--- config.mk ---
export PLATFORM = sky130hd
export DESIGN_NAME = float_result_buffer
export DESIGN_NICKNAME = d
export VERILOG_FILES = /design/src/rtl/float_pkg.sv /design/src/rtl/sync_fifo.sv /design/src/rtl/float_result_buffer.sv
export SDC_FILE = /design/constraint.sdc
export NUM_CORES = 1
export LEC_CHECK = 0
export CAP_MARGIN = 10
export CORE_MARGIN = 8
export CORE_UTILIZATION = 63
export CTS_CLUSTER_DIAMETER = 200
export CTS_CLUSTER_SIZE = 40
export DETAILED_ROUTE_END_ITERATION = 16
export PLACE_DENSITY = 0.85
export SYNTH_ARGS = -nofsm -noshare
export SYNTH_HDL_FRONTEND = slang
export SYNTH_SLANG_ARGS = --single-unit
--- constraint.sdc ---
create_clock -name clk -period 7.9 [get_ports clk]
set_input_delay 2.37 -clock clk [delete_from_list [all_inputs] [get_ports clk]]
set_output_delay 2.37 -clock clk [all_outputs]
set_load 0.005 [all_outputs]
--- src/rtl/float_pkg.sv ---
`timescale 1ns/1ps
`default_nettype none
// ============================================================================
//  Module   : float_pkg
//  Brief    : Shared IEEE-754 single-precision field widths, flag bit indices
//             and the classify helper used by the ALU and its result buffer.
//  Revision : 1.0  initial release
// ============================================================================
package float_pkg;

    localparam int EXP_W   = 8;
    localparam int MANT_W  = 23;
    localparam int FLAGS_W = 4;

    localparam logic [EXP_W-1:0] EXP_ALL_ONES = '1;

    localparam int FLAG_NAN  = 3;
    localparam int FLAG_INF  = 2;
    localparam int FLAG_ZERO = 1;
    localparam int FLAG_SUB  = 0;

    // Class flags {nan, inf, zero, subnormal}; sign is ignored for all classes.
    function automatic logic [FLAGS_W-1:0] classify(input logic [31:0] value);
        logic [EXP_W-1:0]   w_exp;
        logic [MANT_W-1:0]  w_mant;
        logic [FLAGS_W-1:0] w_flags;
        w_exp   = value[MANT_W +: EXP_W];
        w_mant  = value[MANT_W-1:0];
        w_flags = '0;
        w_flags[FLAG_NAN]  = (w_exp == EXP_ALL_ONES) && (w_mant != '0);
        w_flags[FLAG_INF]  = (w_exp == EXP_ALL_ONES) && (w_mant == '0);
        w_flags[FLAG_ZERO] = (w_exp == '0) && (w_mant == '0);
        w_flags[FLAG_SUB]  = (w_exp == '0) && (w_mant != '0);
        return w_flags;
    endfunction

endpackage : float_pkg
`default_nettype wire

--- src/rtl/sync_fifo.sv ---
`timescale 1ns/1ps
`default_nettype none
// ============================================================================
//  Module   : sync_fifo
//  Brief    : Single-clock first-word-fall-through FIFO. The head entry is
//             always visible on o_data; push while full is accepted only when
//             a pop happens in the same cycle.
//  Revision : 1.0  initial release
// ============================================================================
module sync_fifo #(
    parameter int WIDTH = 36,
    parameter int DEPTH = 8
) (
    input  logic                     clk,
    input  logic                     rst_n,
    input  logic                     i_push,
    input  logic [WIDTH-1:0]         i_data,
    input  logic                     i_pop,
    output logic [WIDTH-1:0]         o_data,
    output logic                     o_full,
    output logic                     o_empty,
    output logic [$clog2(DEPTH):0]   o_count
);

    localparam int            AW       = $clog2(DEPTH);
    localparam logic [AW:0]   FULL_CNT = (AW+1)'(DEPTH);

    logic [WIDTH-1:0] r_mem [DEPTH];
    logic [AW-1:0]    r_wr_ptr;
    logic [AW-1:0]    r_rd_ptr;
    logic [AW:0]      r_count;

    logic             w_do_pop;
    logic             w_do_push;

    assign w_do_pop  = i_pop && (r_count != '0);
    assign w_do_push = i_push && ((r_count != FULL_CNT) || w_do_pop);

    assign o_data  = r_mem[r_rd_ptr];
    assign o_full  = (r_count == FULL_CNT);
    assign o_empty = (r_count == '0);
    assign o_count = r_count;

    // Storage array; contents need no reset since count gates visibility.
    always_ff @(posedge clk) begin
        if (w_do_push) begin
            r_mem[r_wr_ptr] <= i_data;
        end
    end

    // Pointers wrap naturally at the power-of-two depth; count tracks occupancy.
    always_ff @(posedge clk) begin
        if (!rst_n) begin
            r_wr_ptr <= '0;
            r_rd_ptr <= '0;
            r_count  <= '0;
        end else begin
            if (w_do_push) begin
                r_wr_ptr <= r_wr_ptr + 1'b1;
            end
            if (w_do_pop) begin
                r_rd_ptr <= r_rd_ptr + 1'b1;
            end
            if (w_do_push && !w_do_pop) begin
                r_count <= r_count + 1'b1;
            end else if (w_do_pop && !w_do_push) begin
                r_count <= r_count - 1'b1;
            end
        end
    end

endmodule : sync_fifo
`default_nettype wire

--- src/rtl/float_result_buffer.sv ---
`timescale 1ns/1ps
`default_nettype none
// ============================================================================
//  Module   : float_result_buffer
//  Brief    : Captures float ALU results with IEEE-754 class flags into a FWFT
//             FIFO, tracks in-flight operations to issue credits, and counts
//             results lost to overrun.
//  Revision : 1.0  initial release
// ============================================================================
module float_result_buffer
    import float_pkg::*;
#(
    parameter int DEPTH        = 8,
    parameter int MAX_INFLIGHT = 4,
    parameter int DROP_W       = 8
) (
    input  logic                 clk,
    input  logic                 rst_n,
    input  logic                 issue,
    input  logic [31:0]          alu_result,
    input  logic                 alu_valid,
    output logic                 can_issue,
    output logic [31:0]          out_data,
    output logic [FLAGS_W-1:0]   out_flags,
    output logic                 out_valid,
    input  logic                 out_ready,
    output logic [DROP_W-1:0]    drop_count,
    output logic                 overrun
);

    localparam int                ENTRY_W = 32 + FLAGS_W;
    localparam int                IF_W    = $clog2(MAX_INFLIGHT + 1);
    localparam logic [IF_W-1:0]   IF_MAX  = IF_W'(MAX_INFLIGHT);

    logic [ENTRY_W-1:0]          w_wr_entry;
    logic [ENTRY_W-1:0]          w_rd_entry;
    logic                        w_full;
    logic                        w_empty;
    logic [$clog2(DEPTH):0]      w_count;
    logic                        w_pop;
    logic                        w_drop;

    logic [IF_W-1:0]             r_inflight;
    logic [DROP_W-1:0]           r_drop_count;
    logic                        r_overrun;

    // Flags are computed once at capture and travel with the word.
    assign w_wr_entry = {classify(alu_result), alu_result};
    assign w_pop      = !w_empty && out_ready;
    assign w_drop     = alu_valid && w_full && !w_pop;

    sync_fifo #(
        .WIDTH (ENTRY_W),
        .DEPTH (DEPTH)
    ) u_fifo (
        .clk     (clk),
        .rst_n   (rst_n),
        .i_push  (alu_valid),
        .i_data  (w_wr_entry),
        .i_pop   (w_pop),
        .o_data  (w_rd_entry),
        .o_full  (w_full),
        .o_empty (w_empty),
        .o_count (w_count)
    );

    assign out_valid  = !w_empty;
    assign out_data   = w_rd_entry[31:0];
    assign out_flags  = w_rd_entry[ENTRY_W-1:32];
    assign drop_count = r_drop_count;
    assign overrun    = r_overrun;

    // Credit from registered state only: room for every in-flight result plus a new one.
    assign can_issue = ((32'(w_count) + 32'(r_inflight)) < 32'(DEPTH)) &&
                       (32'(r_inflight) < 32'(MAX_INFLIGHT));

    // In-flight counter: issue adds, result return subtracts; both clamp at the limits.
    always_ff @(posedge clk) begin
        if (!rst_n) begin
            r_inflight <= '0;
        end else if (issue && !alu_valid) begin
            if (r_inflight != IF_MAX) begin
                r_inflight <= r_inflight + 1'b1;
            end
        end else if (alu_valid && !issue) begin
            if (r_inflight != '0) begin
                r_inflight <= r_inflight - 1'b1;
            end
        end
    end

    // Saturating drop counter and sticky overrun flag for results that found no room.
    always_ff @(posedge clk) begin
        if (!rst_n) begin
            r_drop_count <= '0;
            r_overrun    <= 1'b0;
        end else if (w_drop) begin
            r_overrun <= 1'b1;
            if (r_drop_count != '1) begin
                r_drop_count <= r_drop_count + 1'b1;
            end
        end
    end

endmodule : float_result_buffer
`default_nettype wire

==> results of run 1 <==
kinds of logic after synthesis:
family / Yosys count
DFF: 313
muxes: 113
buffers and inverters: 31
and+or+nand+nor: 76
xor gates and xnor gates: 8
AOI/OAI and AO/OA: 29
adders and majority gates: 11
cells in the mapped netlist, types with 3 or more instances:
cell type,n,area [um2]
nand4_1,4,25.0
dfxtp_1,25,500
nor4_1,10,62.6
edfxtp_1,288,8650
nor3_1,6,30.0
nand3_1,6,30.0
buf_2,7,35.0
xnor2_1,3,26.3
mux2i_1,5,50.1
inv_1,6,22.5
xor2_1,5,43.8
nand2_1,9,33.8
a21oi_1,10,50.1
nor2_1,26,97.6
mux4_2,72,1620
ha_1,9,113
nand2b_1,6,37.5
o21ai_0,3,15.0
mux2_2,36,405
clkbuf_1,14,52.6
per-layer routing:
layer | vias up | global-route usage (%)
li1 | 2541 | -
met1 | 3163 | 24.7
met2 | 229 | 36.2
met3 | 23 | 3.36
met4 | 0 | 5.04
met5 | - | 0
worst min path at each step:
stage	startpoint	endpoint	slack (ns)	cells past startpoint
global placement	overrun$_SDFFE_PN0P_	overrun$_SDFFE_PN0P_	0.46	2
detailed placement	overrun$_SDFFE_PN0P_	overrun$_SDFFE_PN0P_	0.47	2
CTS	overrun$_SDFFE_PN0P_	overrun$_SDFFE_PN0P_	0.50	2
floorplan	overrun$_SDFFE_PN0P_	overrun$_SDFFE_PN0P_	0.47	2
finish	overrun$_SDFFE_PN0P_	overrun$_SDFFE_PN0P_	0.50	2
global route	u_fifo.r_wr_ptr[0]$_SDFFE_PN0P_	u_fifo.r_wr_ptr[0]$_SDFFE_PN0P_	0.56	2
cell usage in the layout (no fill, tap or decap), types with 9 or more instances in the layout:
cell type / netlist / layout
nand2_1: 9 / 9
nor4_1: 10 / 10
nor2_1: 26 / 20
ha_1: 9 / 9
dfxtp_1: 25 / 22
a21oi_1: 10 / 10
edfxtp_1: 288 / 288
buf_4: 0 / 10
clkdlybuf4s50_1: 0 / 83
mux2_2: 36 / 36
clkbuf_16: 0 / 11
mux4_2: 72 / 72
power by group through the flow:
stage / sequential (mW) / combinational [mW] / clock [mW]
after detailed placement: 2.06 / 0.896 / 0
after global routing: 2.04 / 0.955 / 0.766
after floorplan: 1.95 / 0.640 / 0
after global placement: 2.05 / 0.865 / 0
after CTS: 2.02 / 0.905 / 0.715
final: 2.02 / 0.892 / 0.702
cell type report:
type                       instances  area, um2
sequential                       313       9160
fill                            1102       5560
multi-input combinational        237       2930
timing repair buffer              93        906
tap                              265        332
clock buffer                      16        294
inverter                           6       22.5
clock inverter                     1       8.76
state kept, by name, summed over array words and instances (netlist names), named ones only:
name             flops
overrun              1
u_fifo.o_count       4
u_fifo.r_mem       288
r_inflight           3
u_fifo.r_rd_ptr      3
drop_count           8
u_fifo.r_wr_ptr      3
critical path: cells and delay by family, from the launching register on:
family | cells | cell delay, ns
muxes | 2 | 0.89
buffers and inverters | 2 | 0.95
DFF | 1 | 1.05
stage by stage:
step           worst slack (ns)  util [%]  instances
3_5_place_dp               2.56      69.5        914
2_1_floorplan              2.15         -        581
5_1_grt                    1.82      71.0        931
4_1_cts                    1.98      71.0        931
6_report                   2.09      71.0        931
3_3_place_gp               2.61      69.5        914
==> run metrics, run 1 <==
Inserted Diodes 0; Slew headroom 24.7%; post-cts resize count 0; flip-flop and latch count after synthesis 313; largest net degree at the start of global routing 54; Post-Route WL around 24 mm; Sink Count between 300 and 400; WL met1 about 9.0 mm; max-cap viol count 0; outcome finished clean; Final setup viols 0; HPWL after DPL 13.8 mm; First DRT Iteration DRCs between 400 and 500; Crit Path Class flip-flop to output pin; Worst Reg-to-Reg Cells 9; IO Count 84; Min Hold Slack roughly 0.50 ns; Crit Path Max Fanout 53; xor-xnor portion of the synthesized cell area 0.576%; simple-gate share of the synthesized area under 10%; CP peak stage delay approximately 1.1 ns; peak supply drop 0.253 mV; Post-DP Area between 10,000 and 15,000 um2; Seq pwr share approximately 56%; CTS tree built; worst skew pair latency about 0.50 ns; Leak about 4.2 nW; Port-buffer cells 83; DR vias/cell 6.40; RSZ-0062 raised after global routing false; ys async rst share 0%; GRT Total Usage roughly 20%; DR WL met3 roughly 1.5 mm; Fmax 172 MHz; Worst R2R End u_fifo.o_count[3]$_SDFFE_PN0P_; DRC viols 0; Synthesized Nets 629; Final period util between 70% and 80%; ratio of cells with drive above 1 in the final layout around 22%; worst hold-check path type flip-flop to flip-flop; Max stage delay cell, worst path dfxtp_4; deepest clock path buffer count 3; postcts setup bufs 0; YS warnings 0; first-pass iteration count of the detailed router 5; H-tree Lvls 1; Clock Power Share 19.4%; post-synthesis compound-gate area fraction 1.59%; CP required 5.53 ns; final setup TNS 0 ns; syn avg cell area 20.9 um2; CP endpoint kind output pin; largest family of logic cells by synthesized area multiplexers; Max Slew Vio Count 0; Post-Synthesis Cells roughly 580; Syn Std Cell Area ~12,000 um2; via count just under 6,000; Final ANT Viol Nets 0; register area share after synthesis 75.3%; highest metal used met4; Synth Flop Type edfxtp_1; cell row count slightly above 50; number of global-route vias before repair 6,231; Die Ht 155 um; Worst Setup Start Kind flip-flop; Setup crit end out_data[11]; Final Cell Area about 14,000 um2; total power around 3.6 mW; CTS clk-pin slew, worst paths 0.13 ns; initial antenna violation count 0; switching part of the total between 20 and 25%; post-synthesis adder-cell area fraction roughly 1.3%; Final Hold Vio Count 0; minimum clock period around 5.8 ns; Comb pwr share 24.7%; GP Congestion approximately 0.80; worst path arrival time between 3 and 4 ns; first-pass GRT wire length between 30 and 40 mm; multiplexer share of the synthesized area around 17%; power density cells roughly 260 nW/um2; Slew @ Worst Pin approximately 1.1 ns; Die X 155 um; Initial Utilization roughly 63%; Root Driver clkbuf_16; final net count 710; Setup Skew between 0.02 and 0.025 ns; TritonCTS Buffers 11; Psw approximately 0.89 mW; Die ar. between 20,000 and 25,000 um2; worst-path cell chain buf_4 -> mux4_2 -> mux2_2 -> clkdlybuf4s50_1; EDFF count, synth approximately 290; Routed WL per cell ~26 um; gr ovfl total 0; Pint ~2.7 mW; area grow syn2layout 12.3%; Distinct cells, synth 42; reg-to-reg slack, setup between 5 and 6 ns; CTS hold repair buffers 0; CORE AREA 19,200 um2; Met2 Wirelength 13.1 mm; Critical R2R Launch u_fifo.o_count[0]$_SDFFE_PN0P_
(Power assumes the default switching activity.)
==> inputs of run 2 (changes only) <==
--- a/config.mk
+++ b/config.mk
@@ -7,11 +7,11 @@
 export LEC_CHECK = 0
 export CAP_MARGIN = 10
 export CORE_MARGIN = 8
-export CORE_UTILIZATION = 63
+export CORE_UTILIZATION = 53
 export CTS_CLUSTER_DIAMETER = 200
 export CTS_CLUSTER_SIZE = 40
 export DETAILED_ROUTE_END_ITERATION = 16
-export PLACE_DENSITY = 0.85
+export PLACE_DENSITY = 0.76
 export SYNTH_ARGS = -nofsm -noshare
 export SYNTH_HDL_FRONTEND = slang
 export SYNTH_SLANG_ARGS = --single-unit
==> constraint.sdc (replaced) <==
create_clock -name clk -period 5.1 [get_ports clk]
set_input_delay 1.53 -clock clk [delete_from_list [all_inputs] [get_ports clk]]
set_output_delay 1.53 -clock clk [all_outputs]
set_load 0.005 [all_outputs]
==> run 2 against run 1 <==
Core utilization is 10 points lower. Combinational power is 72% higher. Worst setup slack worse by 1.2 ns. Critical path type unchanged. Largest cell class unchanged.
==> run metrics, run 2 (synthesis results as in run 1) <==
Setup Skew 0.0144 ns (was 0.0218 ns); area grow syn2layout 13.1% (was 12.3%); Max Slew Vio Count 0 (unchanged); Worst Setup Start Kind flip-flop (unchanged); first-pass iteration count of the detailed router 5 (unchanged); Port-buffer cells 83 (unchanged); Post-Route WL 22.5 mm (was 23.9 mm); GRT Total Usage 16.1% (was 20.0%); ratio of cells with drive above 1 in the final layout 21.8% (was 21.6%); area of the multi-input gates 2930 um2 (unchanged); Fmax roughly 240 MHz; number of global-route vias before repair 6,140 (was 6,231); HPWL after DPL 13.2 mm (was 13.8 mm); Crit Path Max Fanout 72 (was 53); CORE AREA 22,600 um2 (was 19,200 um2); CTS tree built (unchanged); Setup WS pre-CTS 1.03 ns (was 2.56 ns); Final ANT Viol Nets 0 (unchanged); outcome finished clean (unchanged); Slew headroom 25.7% (was 24.7%); DR vias/cell 6.06 (was 6.40); deepest clock path buffer count 3 (unchanged); Routed WL per cell 23.7 um (was 25.7 um); initial antenna violation count 1 (was 0); Die Ht 167 um (was 155 um); Max stage delay cell, worst path mux4_2 (was dfxtp_4); worst path arrival time 2.72 ns (was 3.44 ns); Die ar. 28,000 um2 (was 24,000 um2); power density cells 407 nW/um2 (was 265 nW/um2); CTS hold repair buffers 0 (unchanged); max reg flops 288 (unchanged); post-layout util 60.9% (was 71.0%); first-pass GRT wire length 35.1 mm (was 35.9 mm); max-cap viol count 0 (unchanged); final setup TNS 0 ns (unchanged); Final Hold Vio Count 0 (unchanged); Final setup viols 0 (unchanged); Die X 167 um (was 155 um); Reg with most FFs u_fifo.r_mem (unchanged); IO Count 84 (unchanged); fillcell total 1,581 (was 1,102); most frequent cells in the layout 288 x edfxtp_1, 83 x clkdlybuf4s50_1, 72 x mux4_2 (unchanged); cell row count 55 (was 51); Seq. cell area 9160 um2 (unchanged); Min Hold Slack 0.499 ns (was 0.496 ns); RSZ-0062 raised after global routing false (unchanged); final std cells w/o fill 950 (was 931); placed insts 935 (was 914); Crit Path Class flip-flop to output pin (unchanged); Slew @ Worst Pin 1.11 ns (was 1.13 ns); Root Driver clkbuf_16 (unchanged); final worst slack 0.853 ns (was 2.09 ns); post-cts resize count 0 (unchanged); minimum clock period approximately 4.2 ns; CTS clk-pin slew, worst paths 0.13 ns (about the same); worst skew pair latency 0.49 ns (was 0.50 ns); Leak 4.21 nW (was 4.19 nW); Sink Count 313 (unchanged); worst hold-check path type flip-flop to flip-flop (unchanged); Final period util a little over four fifths; commonest non-fill, non-tap cell in the layout edfxtp_1 (unchanged); TritonCTS Buffers 11 (unchanged); CP endpoint kind output pin (unchanged); worst-path cell chain buf_12 -> mux4_2 -> mux2_2 -> clkdlybuf4s50_1 (was buf_4 -> mux4_2 -> mux2_2 -> clkdlybuf4s50_1); First DRT Iteration DRCs 401 (was 474); CP required 3.57 ns (was 5.53 ns); Worst Reg-to-Reg Cells 9 (unchanged); largest net degree at the start of global routing 73 (was 54); Inserted Diodes 0 (unchanged); Worst Hold Path Cells 2 (unchanged); peak supply drop 0.325 mV (was 0.253 mV); Initial Utilization 53.9% (was 63.3%); final net count 711 (was 710); DRC viols 0 (unchanged); postcts setup bufs 0 (unchanged); H-tree Lvls 1 (unchanged); via count 5,758 (was 5,956); gr ovfl total 0 (unchanged); CP peak stage delay 0.61 ns (was 1.05 ns); GP Congestion 0.802 (about the same)
## run 2: changes by cell type in the layout (fill, tap and decap cells not counted)
cell,previous run,this run
clkbuf_1,5,3
buf_4,10,5
inv_6,1,0
clkinv_4,0,1
buf_12,0,6
## run 2: area by class of cell
| cell class | count | area share (%) |
|---|---|---|
| Clock buffer | 14 | 2.08 |
| Clock inverter | 1 | 0.0637 |
| Inverter | 6 | 0.164 |
| Multi-Input combinational cell | 237 | 21.3 |
| Sequential cell | 313 | 66.6 |
| Tap cell | 285 | 2.59 |
| Timing Repair Buffer | 94 | 7.19 |
## run 2: routing by layer
| layer | part of all wire, % | wire length [um] | global-route usage, % | vias up |
|---|---|---|---|---|
| li1 | - | - | - | 2544 |
| met1 | 41 | 9330 | 20.8 | 2986 |
| met2 | 51 | 11600 | 28.5 | 208 |
| met3 | 6.3 | 1410 | 2.89 | 18 |
| met4 | 0.83 | 186 | 2.56 | 2 |
| met5 | 0.049 | 11 | 0 | - |
## run 2: path summary, 6_finish.rpt
path	from	endpoint	slack (ns)
max	flip-flop	out_data[14]	0.85
min	overrun$_SDFFE_PN0P_	overrun$_SDFFE_PN0P_	0.50
max reg2reg	u_fifo.o_count[0]$_SDFFE_PN0P_	u_fifo.o_count[3]$_SDFFE_PN0P_	2.27
min reg2reg	overrun$_SDFFE_PN0P_	overrun$_SDFFE_PN0P_	0.50
## run 2: critical path: cells and delay by family, from the launching register on
kind | cells | cell delay, ns
buf+inv | 2 | 0.92
flops | 1 | 0.37
mux | 2 | 0.89
## run 2: per-stage QoR
stage	cell area (um2)	power, mW
2_1_floorplan	12200	4.01
3_3_place_gp	13500	4.56
3_5_place_dp	13500	4.59
4_1_cts	13700	5.67
5_1_grt	13700	5.86
6_report	13700	5.59
## run 2: power by group
| group | switching [mW] | leakage (nW) | internal [mW] |
|---|---|---|---|
| sequential | 0.0602 | 2.84 | 2.92 |
| clock | 0.678 | 0.143 | 0.408 |
| combinational | 0.632 | 1.23 | 0.893 |
==> inputs of run 3 (changes only) <==
--- a/config.mk
+++ b/config.mk
@@ -7,11 +7,11 @@
 export LEC_CHECK = 0
 export CAP_MARGIN = 10
 export CORE_MARGIN = 8
-export CORE_UTILIZATION = 53
+export CORE_UTILIZATION = 58
 export CTS_CLUSTER_DIAMETER = 200
 export CTS_CLUSTER_SIZE = 40
 export DETAILED_ROUTE_END_ITERATION = 16
-export PLACE_DENSITY = 0.76
+export PLACE_DENSITY = 0.79
 export SYNTH_ARGS = -nofsm -noshare
 export SYNTH_HDL_FRONTEND = slang
 export SYNTH_SLANG_ARGS = --single-unit
==> constraint.sdc (replaced) <==
create_clock -name clk -period 4.1 [get_ports clk]
set_input_delay 1.23 -clock clk [delete_from_list [all_inputs] [get_ports clk]]
set_output_delay 1.23 -clock clk [all_outputs]
set_load 0.005 [all_outputs]
==> run 3 against run 2 <==
Register-to-register slack got worse by 1.1 ns. Via count is 1.2% higher. Worst setup slack got worse by 0.69 ns. Critical path type unchanged. Critical endpoint is now out_data[20]. Largest cell class unchanged. Highest routed layer unchanged.
==> run metrics, run 3 (synthesis results as in run 1) <==
cell row count 53 (was 55); via count 5,827 (was 5,758); area of the multi-input gates 2940 um2 (was 2930 um2); initial antenna violation count 1 (unchanged); placed insts 933 (was 935); postcts setup bufs 0 (unchanged); worst-path cell chain buf_4 -> mux4_2 -> mux2_2 -> clkdlybuf4s50_1 (was buf_12 -> mux4_2 -> mux2_2 -> clkdlybuf4s50_1); met3 usage 3.56% (was 2.89%); Slew headroom 44.7% (was 25.7%); Final Hold Vio Count 0 (unchanged); Sink Count 313 (unchanged); worst path arrival time 2.70 ns (was 2.72 ns); Max Slew Vio Count 0 (unchanged); total power 7.01 mW (was 5.59 mW); grt met1 use 22.3% (was 20.8%); Seq. cell area 9160 um2 (unchanged); Final ANT Viol Nets 0 (unchanged); Leak 4.26 nW (was 4.21 nW); Initial Utilization 58.4% (was 53.9%); most frequent cells in the layout 288 x edfxtp_1, 83 x clkdlybuf4s50_1, 72 x mux4_2 (unchanged); number of buffers and inverters on the critical path 2 (unchanged); DR vias/cell 6.15 (was 6.06); Crit Path Max Fanout 18 (was 72); GP Congestion 0.749 (was 0.802); Crit Path Class flip-flop to output pin (unchanged); grt met2 use 30.6% (was 28.5%); peak supply drop 0.298 mV (was 0.325 mV); outcome finished clean (unchanged); RSZ-0062 raised after global routing false (unchanged); Post-Route WL 22.6 mm (was 22.5 mm); worst hold-check path type flip-flop to flip-flop (unchanged); commonest non-fill, non-tap cell in the layout edfxtp_1 (unchanged); first-pass GRT wire length 34.8 mm (was 35.1 mm); CORE AREA 20,800 um2 (was 22,600 um2); Die Ht 161 um (was 167 um); Worst Setup Start Kind flip-flop (unchanged); minimum clock period slightly below 4 ns; number of global-route vias before repair 6,166 (was 6,140); area grow syn2layout 13.8% (was 13.1%); CP endpoint kind output pin (unchanged); Fmax between 200 and 300 MHz; max reg flops 288 (unchanged); Die X 161 um (was 167 um); Inserted Diodes 0 (unchanged); CP peak stage delay 0.61 ns (about the same); TritonCTS Buffers 11 (unchanged); Slew @ Worst Pin 0.823 ns (was 1.11 ns); first-pass iteration count of the detailed router 5 (unchanged); Routed WL per cell 23.9 um (was 23.7 um); First DRT Iteration DRCs 413 (was 401); post-cts resize count 0 (unchanged); Reg with most FFs u_fifo.r_mem (unchanged); fillcell total 1,325 (was 1,581); Die ar. 25,800 um2 (was 28,000 um2); power density cells 507 nW/um2 (was 407 nW/um2); GRT Total Usage 17.3% (was 16.1%); max-cap viol count 0 (unchanged); Critical R2R Launch u_fifo.o_count[0]$_SDFFE_PN0P_ (unchanged); CTS clk-pin slew, worst paths 0.13 ns (about the same); CTS tree built (unchanged); Root Driver clkbuf_16 (unchanged); post-layout util 66.4% (was 60.9%); CP required 2.87 ns (was 3.57 ns); gr ovfl total 0 (unchanged); Port-buffer cells 83 (unchanged); CTS hold repair buffers 0 (unchanged); ratio of cells with drive above 1 in the final layout 22.7% (was 21.8%); final net count 719 (was 711); Final setup viols 0 (unchanged); Min Hold Slack 0.494 ns (was 0.499 ns); Max stage delay cell, worst path dfxtp_4 (was mux4_2); deepest clock path buffer count 3 (unchanged); Setup Skew 0.00927 ns (was 0.0144 ns); H-tree Lvls 1 (unchanged); IO Count 84 (unchanged); Final period util about 96%; worst skew pair latency 0.48 ns (was 0.49 ns); final std cells w/o fill 948 (was 950); Worst Hold Launch overrun$_SDFFE_PN0P_ (unchanged); gr busiest metal met2 (unchanged); critical path's top delay family multiplexers (was buffers and inverters); DRC viols 0 (unchanged); final setup TNS 0 ns (unchanged); largest net degree at the start of global routing 73 (unchanged); HPWL after DPL 13.6 mm (was 13.2 mm)
-- run 3: final timing paths --
| check | end | slack [ns] | cells past startpoint |
|---|---|---|---|
| max | out_data[20] | 0.17 | 4 |
| min | overrun$_SDFFE_PN0P_ | 0.49 | 2 |
| max reg2reg | u_fifo.o_count[3]$_SDFFE_PN0P_ | 1.17 | 9 |
| min reg2reg | overrun$_SDFFE_PN0P_ | 0.49 | 2 |
-- run 3: worst register-to-register path, stage by stage (launching register included) --
cell and delay [ns]:
dfxtp_1 0.40, or3_1 0.53, o21ai_0 0.48, ha_1 0.28, inv_1 0.10, ha_1 0.34, a21oi_1 0.21, a211oi_1 0.11
a31oi_1 0.21, mux2i_1 0.21
-- run 3: final cells by class --
cell class	count	area share [%]
clock inverters	1	0.0633
flip-flops and latches	313	66.2
repair buffers	102	7.76
clock buffers	14	2.07
multi-input cells	237	21.3
well taps	275	2.49
inverters	6	0.163
-- run 3: power by group --
group	total, mW	internal [mW]	leakage, nW	switching [mW]
combinational	1.91	1.15	1.27	0.756
sequential	3.75	3.63	2.84	0.117
clock	1.36	0.507	0.143	0.848
total	7.01	5.29	4.26	1.72
-- run 3: metrics by stage --
step           worst slack (ns)  instance area [um2]
2_1_floorplan             0.457                12200
3_3_place_gp              0.505                13500
3_5_place_dp              0.397                13500
4_1_cts                   0.107                13800
5_1_grt                  0.0393                13800
6_report                  0.167                13800
-- run 3: routing by layer --
metal / wire, um / vias up / part of all wire [%]
li1: - / 2567 / -
met1: 9180 / 3046 / 41
met2: 11800 / 197 / 52
met3: 1520 / 15 / 6.7
met4: 173 / 2 / 0.76
met5: 13 / - / 0.057
==> patch: new RTL, config.mk and constraints of run 1 <==
`DEPTH` is set to 8 in 2 places; all go to 16.
--- a/src/rtl/sync_fifo.sv
+++ b/src/rtl/sync_fifo.sv
@@ -9,7 +9,7 @@
 // ============================================================================
 module sync_fifo #(
     parameter int WIDTH = 36,
-    parameter int DEPTH = 8
+    parameter int DEPTH = 16
 ) (
     input  logic                     clk,
     input  logic                     rst_n,
--- a/src/rtl/float_result_buffer.sv
+++ b/src/rtl/float_result_buffer.sv
@@ -10,7 +10,7 @@
 module float_result_buffer
     import float_pkg::*;
 #(
-    parameter int DEPTH        = 8,
+    parameter int DEPTH        = 16,
     parameter int MAX_INFLIGHT = 4,
     parameter int DROP_W       = 8
 ) (
Formal check against the unedited RTL: not equivalent (Yosys sat finds a counterexample within 10 cycles, from zero or initial values and one cycle with rst_n low).
==> patch against run 1 <==
  * Critical path depth rose by 1
  * Largest power group unchanged
  * Global-route usage rose by 1.7 points
  * Maximum frequency fell by 1.6%
  * Sequential share of layout area rose by 3.7 points
  * Total power rose by 82%
  * Routed wire length rose by 100%
  * Core utilization fell by 1.7 points
  * Count of clock-buffer cells in the layout rose by 9
  * Setup slack got worse by 0.094 ns
  * Sequential cell count rose by 292
  * Non-clock buffer count rose by 19
  * Final area rose by 85%
  * Synthesized area rose by 91%
  * Cell count rose by 76%
==> patch: results (changes against run 1) <==
* #MultiIn Comb at 415 (was 237)
* Psw at 0.001661 W (was 0.0008890 W)
* Bufs w/o clock at 112 (was 93)
* Post-synth EDFFs at 576 (was 288)
* Xor/xnor share of the synthesized area at 0.3777% (was 0.5764%)
* Synthesized-area fraction occupied by adder cells at 0.8742% (was 1.256%)
* Layout cells sized above 1 at 19.26% (was 21.62%)
* Leakage power at 7.775 nW (was 4.193 nW)
* Synth async-reset ratio at 0% (unchanged)
* Clock skew at 0.06065 ns (was 0.02179 ns)
* Seq. pwr at 0.00376 W (was 0.00202 W)
* GP Congestion at 0.7458 (was 0.8020)
* CTS Buffer Depth at 3 (unchanged)
* Met1 usage at 28.54% (was 24.68%)
* Met2 Usage GRT at 37.62% (was 36.15%)
* Post-CTS Setup Bufs at 0 (unchanged)
* Worst r2r src: u_fifo.o_count[0] (unchanged)
* Clk Latency, worst-skew pair at 0.56 ns (was 0.50 ns)
* Met3 global-route usage at 3.548% (was 3.356%)
* Seq/total area at 70.77% (was 67.09%)
* Multi-input gate area at 5162 um^2 (was 2928 um^2)
* Drt via density at 6.809 (was 6.397)
* Critical path peak fanout at 54 (was 53)
* Comb. pwr at 0.00153 W (was 0.000892 W)
* Synth Area in Compound Gates at 3.297% (was 1.585%)
* Sequential cell area fraction in the yosys report at 77.10% (was 75.27%)
* Slew margin rel. at 28.56% (was 24.69%)
* Mapped Nets at 1136 (was 629)
* Mux cell area share after synthesis at 14.25% (was 17.09%)
* TNS Setup at 0 ns (unchanged)
* Largest cells by area after synthesis: edfxtp_1 75%, mux4_2 14%, dfxtp_1 2.5% (was edfxtp_1 71%, mux4_2 13%, dfxtp_1 4.1%)
* First-pass GRT wire length at 70930 um (was 35910 um)
* Buffer share of cell area at 4.248% (was 6.639%)
* R2r endpoint: u_fifo.o_count[4] (was u_fifo.o_count[3])
* Clock buf count at 25 (was 16)
* Status: complete, no violations (unchanged)
* Most common library cells after synthesis: 576 x edfxtp_1, 144 x mux4_2, 72 x a22oi_1 (was 288 x edfxtp_1, 72 x mux4_2, 36 x mux2_2)
* Worst VDD drop at 0.1730 mV (was 0.2533 mV)
* Max FFs per register at 576 (was 288)
* DRT Pass-1 Iters at 6 (was 5)
* Nets at 1215 (was 710)
* Pwr Density at 260.7 nW/um^2 (was 264.6 nW/um^2)
* Post-CTS resize count at 0 (unchanged)
* Synth unique cells at 45 (was 42)
* WP data arrival at 3.54 ns (was 3.44 ns)
* Clock-cell share of area at 2.089% (was 2.219%)
* Largest net degree at the start of global routing at 59 (was 54)
* Worst setup path endpoint: out_data[12] (was out_data[11])
* CTS buffer count at 19 (was 11)
* Clock sinks at 605 (was 313)
* Global Route Usage Sum at 21.65% (was 19.99%)
* # fillers at 2135 (was 1102)
* Number of global-route vias before repair at 11480 (was 6231)
* Register-to-register setup slack at 4.80 ns (was 5.11 ns)
* Hpwl dp at 25840 um (was 13820 um)
* Initial DRC count at 1160 (was 474)
* Routed Wire Length at 47700 um (was 23900 um)
* Inverter count at 10 (was 6)
==> patch: changes by cell type in the layout (fill, tap and decap cells not counted), moves of 4 or more <==
cell,run 1,this run
a22oi_1,0,72
ha_1,9,13
dfxtp_1,22,27
mux2_2,36,0
nand2_1,9,48
mux4_2,72,144
buf_4,10,27
nor2_4,6,13
edfxtp_1,288,576
nor2_1,20,24
clkbuf_16,11,19
==> patch: per-layer routing <==
layer  wire length [um]  part of all wire (%)
met5                  0                     0
met1              18200                    38
met3               3538                   7.4
met4               1020                   2.1
met2              24940                    52
==> patch: stage by stage <==
stage,hold slack (ns),worst slack [ns],cell area [um^2],instances
3_3_place_gp,0.4564,2.473,24740,1610
4_1_cts,0.5003,1.826,25270,1636
6_report,0.4905,1.995,25270,1636
3_5_place_dp,0.4681,2.236,24740,1610
2_1_floorplan,0.4604,2.171,23190,1084
5_1_grt,0.5301,1.701,25270,1636
